$ cat src/rtl/output_port_scheduler.sv
// Round-robin, credit-gated scheduler for one router output port with optional packet locking.
// Define SCHED_PKT_LOCK_EN to hold a grant from head to tail; otherwise arbitration is per flit.
module output_port_scheduler #(
    parameter int NUM_REQ     = 4,
    parameter int IDX_W       = 2,
    parameter int CREDIT_W    = 3,
    parameter int MAX_CREDITS = 4
) (
    input  logic                clk,
    input  logic                reset,
    input  logic [NUM_REQ-1:0]  req,
    input  logic [NUM_REQ-1:0]  tail,
    input  logic                credit_return,
    output logic [NUM_REQ-1:0]  grant,
    output logic [IDX_W-1:0]    grant_idx,
    output logic                send_out,
    output logic [CREDIT_W-1:0] credits,
    output logic                credit_ovf
);

    localparam logic [CREDIT_W-1:0] MAXC = CREDIT_W'(MAX_CREDITS);

    typedef enum logic {S_IDLE, S_LOCKED} state_t;

    state_t              r_state, w_state_next;
    logic [IDX_W-1:0]    r_rr_ptr, w_rr_ptr_next;
    logic [IDX_W-1:0]    r_owner, w_owner_next;
    logic [CREDIT_W-1:0] r_credits, w_credits_next;
    logic                r_ovf, w_ovf_next;

    logic [NUM_REQ-1:0]  w_grant;
    logic [IDX_W-1:0]    w_idx;
    logic [IDX_W-1:0]    w_idx_inc;
    logic                w_found;
    logic                w_send;
    logic                w_is_tail;

    // Two passes give the rotating priority: indices at/after rr_ptr first, then the wrapped ones.
    always_comb begin
        w_grant = '0;
        w_idx   = '0;
        w_found = 1'b0;
        if (!reset && r_credits != '0) begin
            if (r_state == S_LOCKED) begin
                for (int i = 0; i < NUM_REQ; i++) begin
                    if (int'(r_owner) == i && req[i]) begin
                        w_grant[i] = 1'b1;
                        w_idx      = IDX_W'(i);
                    end
                end
            end else begin
                for (int i = 0; i < NUM_REQ; i++) begin
                    if (!w_found && req[i] && i >= int'(r_rr_ptr)) begin
                        w_found    = 1'b1;
                        w_grant[i] = 1'b1;
                        w_idx      = IDX_W'(i);
                    end
                end
                for (int i = 0; i < NUM_REQ; i++) begin
                    if (!w_found && req[i] && i < int'(r_rr_ptr)) begin
                        w_found    = 1'b1;
                        w_grant[i] = 1'b1;
                        w_idx      = IDX_W'(i);
                    end
                end
            end
        end
    end

    assign w_send    = |w_grant;
    assign w_idx_inc = (w_idx == IDX_W'(NUM_REQ - 1)) ? '0 : w_idx + IDX_W'(1);

`ifdef SCHED_PKT_LOCK_EN
    assign w_is_tail = |(w_grant & tail);
`else
    // Without locking every flit closes its own packet.
    logic w_unused_tail;
    assign w_is_tail     = 1'b1;
    assign w_unused_tail = ^tail;
`endif

    always_comb begin
        w_state_next   = r_state;
        w_rr_ptr_next  = r_rr_ptr;
        w_owner_next   = r_owner;
        w_credits_next = r_credits;
        w_ovf_next     = r_ovf;
        if (w_send) begin
            if (w_is_tail) begin
                w_rr_ptr_next = w_idx_inc;
                w_state_next  = S_IDLE;
            end else begin
                w_owner_next = w_idx;
                w_state_next = S_LOCKED;
            end
        end
        unique case ({w_send, credit_return})
            2'b10: w_credits_next = r_credits - CREDIT_W'(1);
            2'b01: begin
                if (r_credits == MAXC) w_ovf_next = 1'b1;
                else                   w_credits_next = r_credits + CREDIT_W'(1);
            end
            default: w_credits_next = r_credits;
        endcase
    end

    always_ff @(posedge clk) begin
        if (reset) begin
            r_state   <= S_IDLE;
            r_rr_ptr  <= '0;
            r_owner   <= '0;
            r_credits <= MAXC;
            r_ovf     <= 1'b0;
        end else begin
            r_state   <= w_state_next;
            r_rr_ptr  <= w_rr_ptr_next;
            r_owner   <= w_owner_next;
            r_credits <= w_credits_next;
            r_ovf     <= w_ovf_next;
        end
    end

    assign grant      = w_grant;
    assign grant_idx  = w_idx;
    assign send_out   = w_send;
    assign credits    = r_credits;
    assign credit_ovf = r_ovf;

endmodule
$ cat config.mk
export PLATFORM = sky130hd
export DESIGN_NAME = output_port_scheduler
export DESIGN_NICKNAME = d
export VERILOG_FILES = /design/src/rtl/output_port_scheduler.sv
export SDC_FILE = /design/constraint.sdc
export NUM_CORES = 1
export LEC_CHECK = 0
export CORE_AREA = 2 2 43 45
export DETAILED_ROUTE_END_ITERATION = 12
export DIE_AREA = 0 0 45 47
export PLACE_DENSITY = 0.74
export SETUP_SLACK_MARGIN = 0.4
export SLEW_MARGIN = 20
export SYNTH_ARGS = -nofsm -noshare
export SYNTH_HDL_FRONTEND = slang
export SYNTH_SLANG_ARGS = --single-unit
$ cat constraint.sdc
create_clock -name clk -period 3.2 [get_ports clk]
set_clock_uncertainty 0.1 [all_clocks]
set_input_delay 0.48 -clock clk [delete_from_list [all_inputs] [get_ports clk]]
set_output_delay 0.48 -clock clk [all_outputs]
set_load 0.01 [all_outputs]
# Word-level counts from Yosys, hierarchy flattened
# Cells that the tools add are included.
dict set report totals {
  ff_bits 6
  input_bits 11
}
dict set report op_classes {
  addsub 3
  magnitude_cmp 6
  n_eq_ne 5
  n_mux 29
  n_reduce_logical 25
}
# cell count
set op_table {}
lappend op_table {{$mux W1} 19}
lappend op_table {{$mux W2} 7}
lappend op_table {{$logic_and A1 B1 Y1} 13}
lappend op_table {{$logic_not A1 Y1} 7}
lappend op_table {{$pmux W3 S2} 1}
lappend op_table {{$eq A2 B2 Y1 const B} 2}
lappend op_table {{$ge A1 B2 Y1 const A} 2}
lappend op_table {{$lt A1 B2 Y1 const A} 2}
lappend op_table {{$mux W4} 1}
lappend op_table {{$reduce_and A2 Y1} 2}
lappend op_table {{$reduce_or A4 Y1} 1}
lappend op_table {{$add A3 B1 Y3 const B} 1}
lappend op_table {{$eq A3 B3 Y1 const B} 1}
lappend op_table {{$mux W3} 1}
lappend op_table {{$reduce_bool A3 Y1} 1}
lappend op_table {{$sub A3 B1 Y3 const B} 1}
lappend op_table {{$add A2 B1 Y2 const B} 1}
lappend op_table {{$eq A2 B1 Y1 const B} 1}
lappend op_table {{$ge A2 B2 Y1 const A} 1}
lappend op_table {{$lt A2 B2 Y1 const A} 1}
lappend op_table {{$ne A2 B2 Y1 const B} 1}
lappend op_table {{$reduce_bool A2 Y1} 1}

# Logic depth before layout (Yosys ltp)
dict set report logic_depth {
  depth_word 37
  ltp_mapped 10
  mapped_depth_nobuf 9
}

# Least setup slack after synthesis
# OpenSTA, ideal clock, no wires.
dict set report synth_path {
  path_type {input-to-reg}
  startpoint {input req[0]}
  endpoint {register r_credits[2], in the netlist credits[2]}
  setup_ns 0.072
  arrival_time_ns 2.453
  t_required_ns 3.028
  path_slack_ns 0.576
  stages 9
  n_path_buf 1
  path_cell_list {buf_2 -> o21ai_1 -> a32o_1 -> o31ai_4 -> nand2_1 -> fa_1 -> and3_1 -> a22oi_1 -> mux2i_1}
}
dict set report synth_between {
  elab_chain_cells 36
  elab_cells_between_ends 44
}
# item line_no
set synth_lines {}
lappend synth_lines {{start: declaration} 11} ;# input logic [NUM_REQ-1:0] req,
lappend synth_lines {{$logic_and A1 B1 Y1} 53} ;# if (!w_found && req[i] && i >= int'(r_rr_ptr)) begin
lappend synth_lines {{$mux W1} 53}
lappend synth_lines {{$mux W1} 43} ;# if (!reset && r_credits != '0) begin
lappend synth_lines {{$logic_not A1 Y1} 53}
lappend synth_lines {{$logic_and A1 B1 Y1 (2 in series)} 53}
lappend synth_lines {{$mux W1} 53}
lappend synth_lines {{$mux W1} 43}
lappend synth_lines {{$logic_not A1 Y1} 53}
lappend synth_lines {{[18 not listed]} --}
lappend synth_lines {{$logic_not A1 Y1} 60} ;# if (!w_found && req[i] && i < int'(r_rr_ptr)) begin
lappend synth_lines {{$logic_and A1 B1 Y1 (2 in series)} 60}
lappend synth_lines {{$mux W1} 60}
lappend synth_lines {{$mux W4 (*)} 43}
lappend synth_lines {{$reduce_or A4 Y1 (*)} 70} ;# assign w_send = |w_grant;
lappend synth_lines {{$eq A2 B1 Y1 / $eq A2 B2 Y1 (equally long branches)} 97} ;# unique case ({w_send, credit_return})
lappend synth_lines {{$ne A2 B2 Y1 (no line) / $reduce_bool A2 Y1 (equally long branches)} --}
lappend synth_lines {{$reduce_and A2 Y1 (no line)} --}
lappend synth_lines {{end signal: assignment} 118} ;# r_credits <= w_credits_next;
lappend synth_lines {{end: declaration} 28} ;# logic [CREDIT_W-1:0] r_credits, w_credits_next;
# Mark *: on every way between the ends. The rest lies on a longest branch, timed or not. The select of a mux whose other input is x is not followed.
# A chain may end at the register's enable or synchronous reset.

# Worst setup path after layout
dict set report layout_path {
  startpoint {input req[2]}
  endpoint {output send_out}
}
dict set report layout_between {
  elab_chain_cells 24
  elab_cells_between_ends 28
}
# item line_no
set layout_lines {}
lappend layout_lines {{$logic_and A1 B1 Y1 (2 in series)} 53}
lappend layout_lines {{$mux W1} 53}
lappend layout_lines {{$mux W1} 43}
lappend layout_lines {{$logic_not A1 Y1} 53}
lappend layout_lines {{$logic_and A1 B1 Y1} 53}
lappend layout_lines {{$mux W1} 53}
lappend layout_lines {{$mux W1} 43}
lappend layout_lines {{$logic_not A1 Y1} 60}
lappend layout_lines {{[5 not listed]} --}
lappend layout_lines {{$logic_and A1 B1 Y1 (2 in series)} 60}
lappend layout_lines {{$mux W1} 60}
lappend layout_lines {{$mux W1} 43}
lappend layout_lines {{$logic_not A1 Y1} 60}
lappend layout_lines {{$logic_and A1 B1 Y1 (2 in series)} 60}
lappend layout_lines {{$mux W1} 60}
lappend layout_lines {{$mux W4 (*)} 43}
lappend layout_lines {{$reduce_or A4 Y1 (*)} 70}
lappend layout_lines {{end: declaration} 16} ;# output logic send_out,
# Marked as above.

==> impl_metrics.yaml <==
timing:
  fin_ws_ns: 0.4306
  slew_viol_final: 0
  period_share_pct: 86.54
  max_freq_ghz: 0.3611
  hold_viol_final: 0
  fin_setup_tns_ns: 0
  tightest_slew_ns: 0.2827
  rsz0062_at_grt: "yes"
  finalCriticalPeriod_ns: 2.769
  setup_violations: 0
  slew_headroom_pct: 81.13
synth:
  yosysWarnings: 0
  synth_top_family_by_area: "compound AO/OA/AOI/OAI gates"
  synth_top_area_cell: "dfxtp_1"
  syn_inst: 72
  synth_edf_count: 0
  synth_xor_area_share_pct: 1.570
  avgSynthCellArea_um2: 7.750
  synthMuxAreaShare_pct: 5.381
  synth.top_cell.area_share_pct: 21.52
  yosys.area_share.simple_pct: 26.01
  synth_compound_area_share_pct: 31.39
  synthesis.area_um2: 558.0
  synth_ff_type: "dfxtp_1"
  yosysSeqAreaShare_pct: 21.52
  synth_area_leaders: "dfxtp_1 22%, nor2_1 6.7%, a21oi_1 5.4%, mux2i_1 5.4%, o31ai_4 3.8%"
  yosysUniqueCellTypes: 38
  synthAdderAreaFrac_pct: 5.830
  ys_seq_elements: 6
  synthesis.nets: 85
  async_reset_ff_share_pct: 0
setup_path:
  arrival_ns: 2.19
  startpoint: "req[2]"
  crit_type: "primary input to output port"
  cp_top_family: "buffers and inverters"
  worstReg2RegStart: "r_rr_ptr[0]"
  crit_required_ns: 2.62
  cp-end-kind: "output port"
  cp_slowest_cell: "clkdlybuf4s50_1"
  critPathMaxFanout: 8
  path_buf_inv: 4
  critPathMaxStageDelay_ns: 0.52
  crit_chain: "clkdlybuf4s15_2, nor2b_2, and2_2, nor3_4, o31ai_4, buf_4, inv_1, clkdlybuf4s50_1"
  worst_setup_path_start_kind: "primary input"
routing:
  drtIter0Drc: 13
  wl_per_cell_um: 12.80
  drtPass1Iterations: 4
  ant_nets: 0
  drt_wl_total_um: 1434
  viasPerCell: 5.732
  drc_errors: 0
  num_vias: 642
cts:
  tritoncts: "done"
  clock_sinks: 6
  numCtsBuffers: 3
  clock_latency_ns: 0.24
  holdBufCountCts: 0
  cts-htree-levels: 1
  clk_pin_slew_ns: 0.04
  clk_path_buf_depth: 2
  cts_root_buf: "clkbuf_4"
floorplan:
  die_w_um: 45
  io_pins: 22
  die_h_um: 47
  core_area_mm2: 0.001652
  rows: 15
  initial_utilization_pct: 33.79
  dieArea_mm2: 0.002115
grt:
  antenna_found_initial: 0
  overflow: 0
  grt_start_max_net_pins: 11
  grt_pass1_vias: 539
  track_usage_pct: 14.22
  grt_first_pass_wirelength_um: 2201
min_path:
  hp-start: "credit_ovf"
  hold_class: "flop to flop"
finish:
  fillCellCount: 168
  drive_gt1_share_pct: 24.21
  diodes: 0
  utilization_pct: 49.70
  area_delta_synth_final_pct: 47.09
  nNetsFinal: 110
  layout_common_cells: "12 x clkdlybuf4s50_1, 8 x nor2_1, 7 x buf_4, 5 x a21oi_1, 5 x dfxtp_1"
  final_common_cell: "clkdlybuf4s50_1"
power:
  p_leak_uw: 0.0003437
  p_total_uw: 389.0
  power.density_mw_per_mm2: 473.9
  irDropWorstVdd_mv: 0.3628
place:
  place_ws_ns: 0.05484
  place_congestion: 0.8227
  place.port_buffers: 17
  hpwlAfterDp_um: 1026
flow_run:
  cap_viol_max_count: 0
outcome:
  status: "finished clean"
[report_power, final]
part	switching (uW)	internal (uW)
combinational	97.1	107
sequential	25.9	90.4
clock	26.5	42.4
total	150	239
[worst paths after layout]
kind	to	slack, ns	cells after the start
hold reg to reg	credit_ovf	0.38	2
setup reg to reg	credits[2]	0.73	9
hold / removal	credit_ovf	0.38	2
setup / recovery	send_out	0.43	8
[metrics by stage]
stage / instance area [um^2] / hold WS [ns] / instances
after global routing: 820.8 / 0.4323 / 112
after CTS: 800.8 / 0.3962 / 111
after floorplan: 558.0 / 0.3944 / 72
after detailed placement: 767.0 / 0.3818 / 108
after global placement: 767.0 / 0.3670 / 108
final: 820.8 / 0.3813 / 112
[cells by family after synthesis]
family                   after synthesis
flip-flops                             6
AND/OR/NAND/NOR                       28
buffers and inverters                  9
AO/OA/AOI/OAI                         23
adder cells (fa/ha/maj)                2
XOR/XNOR                               1
multiplexers                           3
[synthesized netlist by cell type (all sizes together) (2+ instances only)]
cell type  instances
and3               2
nor3               2
nor2              10
nand3b             2
o21ai              2
o221ai             2
and2               2
o22ai              2
a21oi              6
buf                3
mux2i              3
a211oi             2
nand2              4
nor2b              2
dfxtp              6
inv                5
[registers in the layout, summed over array words and instances, names as in the netlist]
signal and flops:
credits 3, credit_ovf 1, r_rr_ptr 2
[metal layers]
layer  part of all wire (%)  track usage [%]
met5                      0                0
met3                    8.0            6.154
met4                      0            2.941
met1                     44            17.82
met2                     48            22.86
[final cells by class]
type | count | area [um^2] | share of cell area, %
clock buffer | 3 | 22.52 | 2.744
sequential | 6 | 121.4 | 14.79
tap | 17 | 21.27 | 2.591
multi-input combinational | 57 | 416.7 | 50.76
inverter | 5 | 18.77 | 2.287
timing repair buffer | 24 | 220.2 | 26.83
[tightest hold or removal path, stage by stage, from the launching register on]
cell     delay, ns
dfxtp_1       0.32
a41oi_1       0.05
nor2_1        0.08
[timing repair]
item / 4_1_cts / 5_1_grt
pin swaps: 1 / 1
setup buffers: 0 / 1
gates resized for setup: 9 / 9
setup endpoints to repair: 4 / 3
Note: power is estimated with default switching activity, not from simulation.
